[config.mk]
export PLATFORM = sky130hd
export DESIGN_NAME = avalon_sdram_arbiter
export DESIGN_NICKNAME = d
export VERILOG_FILES = /design/src/rtl/avalon_sdram_arbiter.sv
export SDC_FILE = /design/constraint.sdc
export NUM_CORES = 1
export LEC_CHECK = 0
export ABC_CLOCK_PERIOD_IN_PS = 3750
export CORE_ASPECT_RATIO = 1.25
export CORE_MARGIN = 2
export CORE_UTILIZATION = 33
export CTS_BUF_LIST = sky130_fd_sc_hd__clkbuf_2 sky130_fd_sc_hd__clkbuf_4 sky130_fd_sc_hd__clkbuf_8
export CTS_CLUSTER_DIAMETER = 80
export DETAILED_ROUTE_END_ITERATION = 12
export MAX_ROUTING_LAYER = met4
export PLACE_DENSITY = 0.92
export SLEW_MARGIN = 20
export SYNTH_ARGS = -nofsm -noshare
export SYNTH_HDL_FRONTEND = slang
export SYNTH_SLANG_ARGS = --single-unit
[constraint.sdc]
create_clock -name clk -period 3.75 [get_ports clk]
set_input_delay 0.75 -clock clk [delete_from_list [all_inputs] [get_ports clk]]
set_output_delay 0.75 -clock clk [all_outputs]
set_load 0.01 [all_outputs]
[src/rtl/avalon_sdram_arbiter.sv]
// Two-master round-robin arbiter in front of the single Avalon-MM slave port
// of the SDRAM controller. Reads are tagged with their issuing master in an
// in-order FIFO so that returning readdatavalid beats are routed back.
module avalon_sdram_arbiter #(
  parameter int AW        = 24,
  parameter int DW        = 16,
  parameter int BYTE      = 2,
  parameter int TAG_DEPTH = 8
) (
  input  logic                         clk,
  input  logic                         reset,

  input  logic                         m0_read,
  input  logic                         m0_write,
  input  logic [AW-1:0]                m0_address,
  input  logic [DW-1:0]                m0_writedata,
  input  logic [BYTE-1:0]              m0_byteenable,
  output logic                         m0_waitrequest,
  output logic [DW-1:0]                m0_readdata,
  output logic                         m0_readdatavalid,

  input  logic                         m1_read,
  input  logic                         m1_write,
  input  logic [AW-1:0]                m1_address,
  input  logic [DW-1:0]                m1_writedata,
  input  logic [BYTE-1:0]              m1_byteenable,
  output logic                         m1_waitrequest,
  output logic [DW-1:0]                m1_readdata,
  output logic                         m1_readdatavalid,

  output logic                         s_read,
  output logic                         s_write,
  output logic [AW-1:0]                s_address,
  output logic [DW-1:0]                s_writedata,
  output logic [BYTE-1:0]              s_byteenable,
  input  logic                         s_waitrequest,
  input  logic [DW-1:0]                s_readdata,
  input  logic                         s_readdatavalid,

  output logic [$clog2(TAG_DEPTH):0]   rd_outstanding,
  output logic                         err_unexp_rdv
);

  localparam int TW = $clog2(TAG_DEPTH);
  localparam logic [TW:0] FULL_CNT = (TW+1)'(TAG_DEPTH);

  // priority pointer: 0 = m0 wins a tie, 1 = m1 wins a tie
  logic                 ptr_q, ptr_d;
  logic [TAG_DEPTH-1:0] tag_q, tag_d;
  logic [TW-1:0]        wr_ptr_q, wr_ptr_d;
  logic [TW-1:0]        rd_ptr_q, rd_ptr_d;
  logic [TW:0]          occ_q, occ_d;
  logic                 err_q, err_d;

  logic tag_empty, tag_full, pop, push, rd_block;
  logic elig0, elig1, any_elig, gnt1;
  logic g_read, g_write, xfer;

  // FIFO status; a same-cycle pop frees a slot, so a full FIFO only blocks
  // reads when no beat is returning
  always_comb begin
    tag_empty = (occ_q == '0);
    tag_full  = (occ_q == FULL_CNT);
    pop       = reset & s_readdatavalid & ~tag_empty;
    rd_block  = tag_full & ~pop;
  end

  // eligibility and round-robin grant selection
  always_comb begin
    elig0    = reset & (m0_read | m0_write) & ~(m0_read & ~m0_write & rd_block);
    elig1    = reset & (m1_read | m1_write) & ~(m1_read & ~m1_write & rd_block);
    any_elig = elig0 | elig1;
    gnt1     = elig1 & (~elig0 | ptr_q);
  end

  // slave-side command mux; idle cycles park the payload on m0
  always_comb begin
    g_read       = gnt1 ? m1_read       : m0_read;
    g_write      = gnt1 ? m1_write      : m0_write;
    s_address    = gnt1 ? m1_address    : m0_address;
    s_writedata  = gnt1 ? m1_writedata  : m0_writedata;
    s_byteenable = gnt1 ? m1_byteenable : m0_byteenable;
    s_write      = any_elig & g_write;
    s_read       = any_elig & g_read & ~g_write;
    xfer         = (s_read | s_write) & ~s_waitrequest;
    push         = xfer & s_read;
  end

  // master-side handshake and read-return routing
  always_comb begin
    m0_waitrequest   = (any_elig & ~gnt1) ? s_waitrequest : 1'b1;
    m1_waitrequest   = (any_elig &  gnt1) ? s_waitrequest : 1'b1;
    m0_readdatavalid = pop & ~tag_q[rd_ptr_q];
    m1_readdatavalid = pop &  tag_q[rd_ptr_q];
    m0_readdata      = s_readdata;
    m1_readdata      = s_readdata;
    rd_outstanding   = occ_q;
    err_unexp_rdv    = err_q;
  end

  // next state for pointer, tag FIFO and sticky error
  always_comb begin
    ptr_d    = xfer ? ~gnt1 : ptr_q;
    tag_d    = tag_q;
    wr_ptr_d = wr_ptr_q;
    rd_ptr_d = rd_ptr_q;
    if (push) begin
      tag_d[wr_ptr_q] = gnt1;
      wr_ptr_d        = wr_ptr_q + TW'(1);
    end
    if (pop) begin
      rd_ptr_d = rd_ptr_q + TW'(1);
    end
    occ_d = occ_q + (TW+1)'(push) - (TW+1)'(pop);
    err_d = err_q | (s_readdatavalid & tag_empty);
  end

  // state registers with synchronous active-low reset
  always_ff @(posedge clk) begin
    if (!reset) begin
      ptr_q    <= 1'b0;
      tag_q    <= '0;
      wr_ptr_q <= '0;
      rd_ptr_q <= '0;
      occ_q    <= '0;
      err_q    <= 1'b0;
    end else begin
      ptr_q    <= ptr_d;
      tag_q    <= tag_d;
      wr_ptr_q <= wr_ptr_d;
      rd_ptr_q <= rd_ptr_d;
      occ_q    <= occ_d;
      err_q    <= err_d;
    end
  end

endmodule

==> results of run 1 <==
worst max-delay path, stage by stage:
cell and delay, ns:
clkdlybuf4s50_1 0.44, buf_4 0.15, nand3b_1 0.09, nand4b_1 0.19
a31oi_4 0.23, buf_12 0.17, mux2_2 0.34, clkdlybuf4s50_1 0.49
through the flow:
step	hold WS (ns)	total power (µW)
after floorplan	0.485	733
after global placement	0.465	1040
final	0.497	1220
after detailed placement	0.471	1070
after global routing	0.569	1300
after CTS	0.500	1230
worst paths after layout:
path / start / end / cells past startpoint
worst min-delay path: err_unexp_rdv / err_unexp_rdv / 2
worst min register to register: err_unexp_rdv / err_unexp_rdv / 2
worst max-delay path: reset / s_writedata[15] / 8
worst max register to register: rd_outstanding[2] / rd_outstanding[2] / 12
layout by cell type (no fill, tap or decap), types with 3 or more instances in the layout:
| cell | count |
|---|---|
| a41oi_1 | 6 |
| dlymetal6s2s_1 | 25 |
| dlygate4sd2_1 | 13 |
| inv_1 | 7 |
| a21oi_1 | 5 |
| nor3_1 | 3 |
| clkdlybuf4s50_1 | 106 |
| nor3b_1 | 3 |
| nor2_1 | 11 |
| dfxtp_1 | 20 |
| clkbuf_8 | 4 |
| mux2_4 | 40 |
| nor2b_1 | 4 |
| nand3_1 | 4 |
| and3_1 | 4 |
| nand2_1 | 4 |
| buf_4 | 23 |
| ha_1 | 8 |
| a311oi_1 | 6 |
what timing repair did:
action	in CTS	in global routing
endpoints found under the setup margin	13	23
hold buffers	0	0
hold endpoints to repair	0	0
resized for setup	14	27
setup buffers	1	2
pin swaps	1	1
flip-flops by register name, summed over array words and instances, names as in the netlist:
name and count:
wr_ptr_q 3, ptr_q 1, err_unexp_rdv 1, tag_q 8, rd_ptr_q 3, rd_outstanding 4
layer usage:
metal,track usage,vias up
met5,-,-
met3,0.0398,24
met2,0.365,114
li1,-,1039
met4,0.0640,0
met1,0.198,1046
area by class of cell:
type,instances,area [µm²],area share
multi-input combinational,147,1470,0.390
timing repair buffer,169,1700,0.453
inverter,7,26.3,0.00700
tap,87,109,0.0290
sequential,20,400,0.107
clock buffer,4,55.1,0.0147
kinds of logic after synthesis:
kind of cell	count (synthesis)	share of synthesized area
flip-flops	20	0.182
AO/OA/AOI/OAI	37	0.143
multiplexers	46	0.312
buffers and inverters	51	0.157
XOR/XNOR	4	0.0159
AND/OR/NAND/NOR	51	0.136
adder cells (fa/ha/maj)	9	0.0545
power groups by stage:
stage                     Combinational, µW  Clock [µW]  Sequential [µW]
after floorplan                         450           0              283
after global placement                  758           0              285
after detailed placement                779           0              286
after CTS                               773         170              282
after global routing                    830         178              287
final                                   768         166              282
==> metrics.txt, run 1 <==
vias in the first global route=around 2.2k; Final Core Density=0.576; WP data arrival=between 2 and 3 ns; Placement Cell Area=approximately 3600 µm²; detailed-routing wirelength on met1=about 2700 µm; Flop pwr share=0.232; final WL=between 7000 and 8000 µm; top cell type's share of synthesized area=0.273; Final setup viols=0; # H-tree levels=1; Placed Cells incl. Taps=~430; CTS max path bufs=2; Pwr Density=approximately 320 nW/µm²; drt pass-1 iters=4; Sw Ratio=0.349; main area contributors after synthesis=mux2_4 (27%), dfxtp_1 (18%), buf_4 (11%); Ys Warns=0; RSZ-0062 raised after global routing=false; Pins Over Slew Limit=0; syn nets=around 340; CTS Buf Count=3; Post-synth EDFFs=0; Worst EP required=~3.0 ns; post-DR wirelength/cell=16.9 µm; Setup crit end kind=output pin; Reg clk slew, reported paths=about 0.07 ns; Worst Hold Class=flip-flop to flip-flop; Layout Cells excl Fill=roughly 430; Die Width=roughly 77 µm; DP HPWL=5900 µm; Slew @ Worst Pin=0.879 ns; switching power=~420 µW; Post-Syn Instances=around 220; Max-slew headroom=0.412; reg-to-reg slack, setup=between 0.8 and 0.9 ns; dpl ws=-0.0300 ns; # clock sinks=20; Fill cells=580; Starting Density=0.338; fraction of layout cells with a size suffix above 1=0.239; met2 wire len=3820 µm; global-route wire length before repair=11000 µm; Crit Path Category=input port to output pin; die area=~7400 µm²; Antenna Cells=0; sequential share of the synthesized area=0.182; Fin Clk Skew=approximately 0.0025 ns; largest net degree at the start of global routing=20; max_cap viols=0; fin crit share=0.965; P&R area growth vs syn=70.5%; top-count cell post-synth=mux2_4; Post-synth ARST share=0; setup_tns=0 ns; post-synth top area cell=mux2_4; DRT iter0 DRCs=50; post-route design area=around 3800 µm²; core area=roughly 6500 µm²; Power Internal=792 µW; row cnt=33; routed via count=around 2.2k; Gate power share=0.632; initial antenna violation count=0; final hold viol count=0; Boundary Pins=between 150 and 200; maximum clock frequency=0.276 GHz; Primary FF master, synth=dfxtp_1; maximum VDD drop=0.384 mV; Post-Syn Area per Cell=around 10 µm²; Post-DRT Antenna Nets=0; Clock Power Share=0.136; final setup margin=between 0.1 and 0.15 ns; maximum fanout along the worst path=16; fin nets=roughly 470; DRC Markers=0; Netlist cell types=between 50 and 60; LEAKAGE=approximately 0.0018 µW; outcome=complete, no violations; worst-skew pair later-pin latency=between 0.2 and 0.3 ns; grt ovf=0; flops & latches, synth=20; Port Buf Inserts=~140; CTS tree=done; gpl congestion=between 0.8 and 0.9; Worst Setup Start Kind=input port; top routing layer used=met4; met3 wire length=555 µm; Post-Syn Area=around 2200 µm²; top cells by count, synth=mux2_4 (40), buf_4 (32), dfxtp_1 (20), nor2_1 (12), ha_1 (8); Total GRT Usage=0.192; vias per cell=approximately 5.1; root buf cell=clkbuf_8; Tmin final=roughly 3.6 ns; die height=approximately 95 µm
No activity file was read; power rests on OpenSTA's default activity.
==> run 2, diff against run 1 <==
- CTS_CLUSTER_DIAMETER: 80 -> 200
- GPL_TIMING_DRIVEN: unset -> 0
==> run 2 against run 1 <==
Effect of this change:
- critical path depth stayed put
- power rose by 6.9%
- clock-buffer cell count down 1
- largest power group unchanged
- first-iteration DRC count up 42%
- die area did not move
- worst setup slack got worse by 0.020 ns
- critical path type unchanged
- highest routed layer unchanged
- critical endpoint is now s_writedata[7]
- global-route usage increased by 2.0 points
- clock skew rose by 0.0027 ns
- final cell count is 13% higher
- sequential share of layout area decreased by 1.0 points
- non-clock buffer count grew 55
- largest cell class unchanged
==> metrics.txt, run 2 (synthesis gave the netlist of run 1 again) <==
outcome=complete, no violations; Starting Density=0.338 (unchanged); hold_buf cts=0 (unchanged); Post-DRT Antenna Nets=0 (unchanged); final hold viol count=0 (unchanged); core area=6520 µm² (unchanged); Worst EP required=3.00 ns (about the same); Critical Path Max Stage Delay=0.53 ns (+0.04 ns); Crit Path Category=input port to output pin; Final setup viols=0 (unchanged); Pwr Density=313 nW/µm² (-3.3%); LEAKAGE=0.00181 µW (+2.4%); Die Width=77.1 µm (unchanged); maximum fanout along the worst path=10 (-6); post-DR wirelength/cell=16.4 µm (-2.8%); Layout Cells excl Fill=489 (+13%); Max-slew headroom=0.586 (+0.174); # H-tree levels=1 (unchanged); Placed Cells incl. Taps=481 (+13%); slowest CP cell=clkdlybuf4s50_1; root buf cell=clkbuf_8; CTS max path bufs=2 (unchanged); CTS Buf Count=3 (unchanged); fin crit share=0.970 (+0.00537); commonest cells after routing, fill and taps aside=clkdlybuf4s50_1 (132), dlygate4sd2_1 (44), mux2_4 (40); die area=7350 µm² (unchanged); reg-to-reg slack, setup=0.82 ns (about the same); vias in the first global route=2450 (+9.5%); Placement Cell Area=4070 µm² (+12%); DRC Markers=0 (unchanged); grt ovf=0 (unchanged); hold_sp=err_unexp_rdv; reg-to-reg endpoint=rd_outstanding[1]; max_cap viols=0 (unchanged); Setup crit end kind=output pin; drt pass-1 iters=4 (unchanged); DP HPWL=6700 µm (+14%); fin nets=520 (+12%); Slew @ Worst Pin=0.619 ns (-0.260 ns); row cnt=33 (unchanged); Reg clk slew, reported paths=0.08 ns (about the same); WP data arrival=2.89 ns (+0.02 ns); commonest non-fill, non-tap cell in the layout=clkdlybuf4s50_1; R2R cell count=10 (-2); max FFs per register=8 (unchanged); worst hold path cell count=2 (unchanged); worst-skew pair later-pin latency=0.26 ns (about the same); worst r2r src=rd_outstanding[2]; Top reg by flops=tag_q; Worst Hold Class=flip-flop to flip-flop; Tmin final=3.64 ns (+0.0202 ns); initial antenna violation count=0 (unchanged); Port Buf Inserts=176 (+22%); vias per cell=4.99 (-2.5%); P&R area growth vs syn=88.5%; Fin Clk Skew=0.00512 ns (+0.00266 ns); # clock sinks=20 (unchanged); Antenna Cells=0 (unchanged); largest net degree at the start of global routing=13 (-35%); Total GRT Usage=0.212 (+0.0203); routed via count=2442 (+9.9%); Hold Path End=err_unexp_rdv; global-route wire length before repair=12300 µm (+12%); gpl congestion=0.877 (+5.2%); Pins Over Slew Limit=0 (unchanged); fraction of layout cells with a size suffix above 1=0.249 (+0.00956); Boundary Pins=193 (unchanged); maximum VDD drop=0.388 mV (+1.0%); maximum clock frequency=0.275 GHz (-0.55%); CTS tree=done; RSZ-0062 raised after global routing=false; die height=95.4 µm (unchanged); post-route design area=4150 µm² (+11%); Worst Setup Start Kind=input port; final WL=8020 µm (+9.5%); DRT iter0 DRCs=71 (+42%); crit-path cells=clkdlybuf4s50_1 -> nor2_1 -> o221ai_2 -> a31oi_4 -> buf_12 -> buf_8 -> mux2_4 -> dlygate4sd2_1
[run 2: timing repair]
item                       in CTS  in global routing
pin swaps                       1                  0
buffers inserted                4                  0
cloned                          0                  0
resized for setup              49                  4
setup endpoints to repair      45                  1
hold endpoints to repair        0                  0
[run 2: metal layers]
layer	part of all wire	global-route usage	up-vias
met2	0.55	0.417	143
li1	-	-	1152
met1	0.37	0.231	1137
met4	0.0081	0.0342	0
met5	0	-	-
met3	0.071	0.0303	10
[run 2: critical path, delay by kind of cell]
family / cells / cell delay, ns
and+or+nand+nor: 1 / 0.27
AOI/OAI and AO/OA: 2 / 0.40
muxes: 1 / 0.31
buffers and inverters: 4 / 1.15
[run 2: worst max-delay path by stage]
stage / startpoint / end / slack (ns) / cells past startpoint
3_3_place_gp: s_readdatavalid / s_writedata[7] / -0.26 / 7
3_5_place_dp: s_readdatavalid / s_writedata[7] / -0.27 / 7
6_report: m0_write / s_writedata[7] / 0.11 / 8
5_1_grt: reset / s_writedata[14] / 0.004 / 9
4_1_cts: reset / s_read / 0.01 / 7
2_1_floorplan: m0_write / rd_outstanding[2] / 0.86 / 9
[run 2: power by group]
part / internal, µW / switching, µW / leakage, µW
clock: 142 / 77.9 / 0.0000357
combinational: 467 / 335 / 0.00161
sequential: 243 / 34.7 / 0.000163
total: 853 / 447 / 0.00181
[run 2: stage by stage]
step | hold slack (ns) | setup WS (ns) | utilization | total power (µW) | setup TNS [ns]
floorplan | 0.485 | 0.864 | - | 733 | 0
global placement | 0.455 | -0.265 | 0.624 | 1080 | -8.63
detailed placement | 0.487 | -0.271 | 0.624 | 1110 | -9.21
CTS | 0.513 | 0.00954 | 0.636 | 1300 | 0
global route | 0.543 | 0.00414 | 0.637 | 1380 | 0
finish | 0.512 | 0.112 | 0.637 | 1300 | 0
[run 2: cell type report]
cell class | count | area (µm²)
fillers | 547 | 2370
repair buffers | 180 | 1750
multi-input cells | 147 | 1460
flip-flops and latches | 20 | 400
plain buffers | 44 | 339
well taps | 87 | 109
clock buffers | 3 | 41.3
clock inverters | 1 | 30.0
inverters | 7 | 26.3
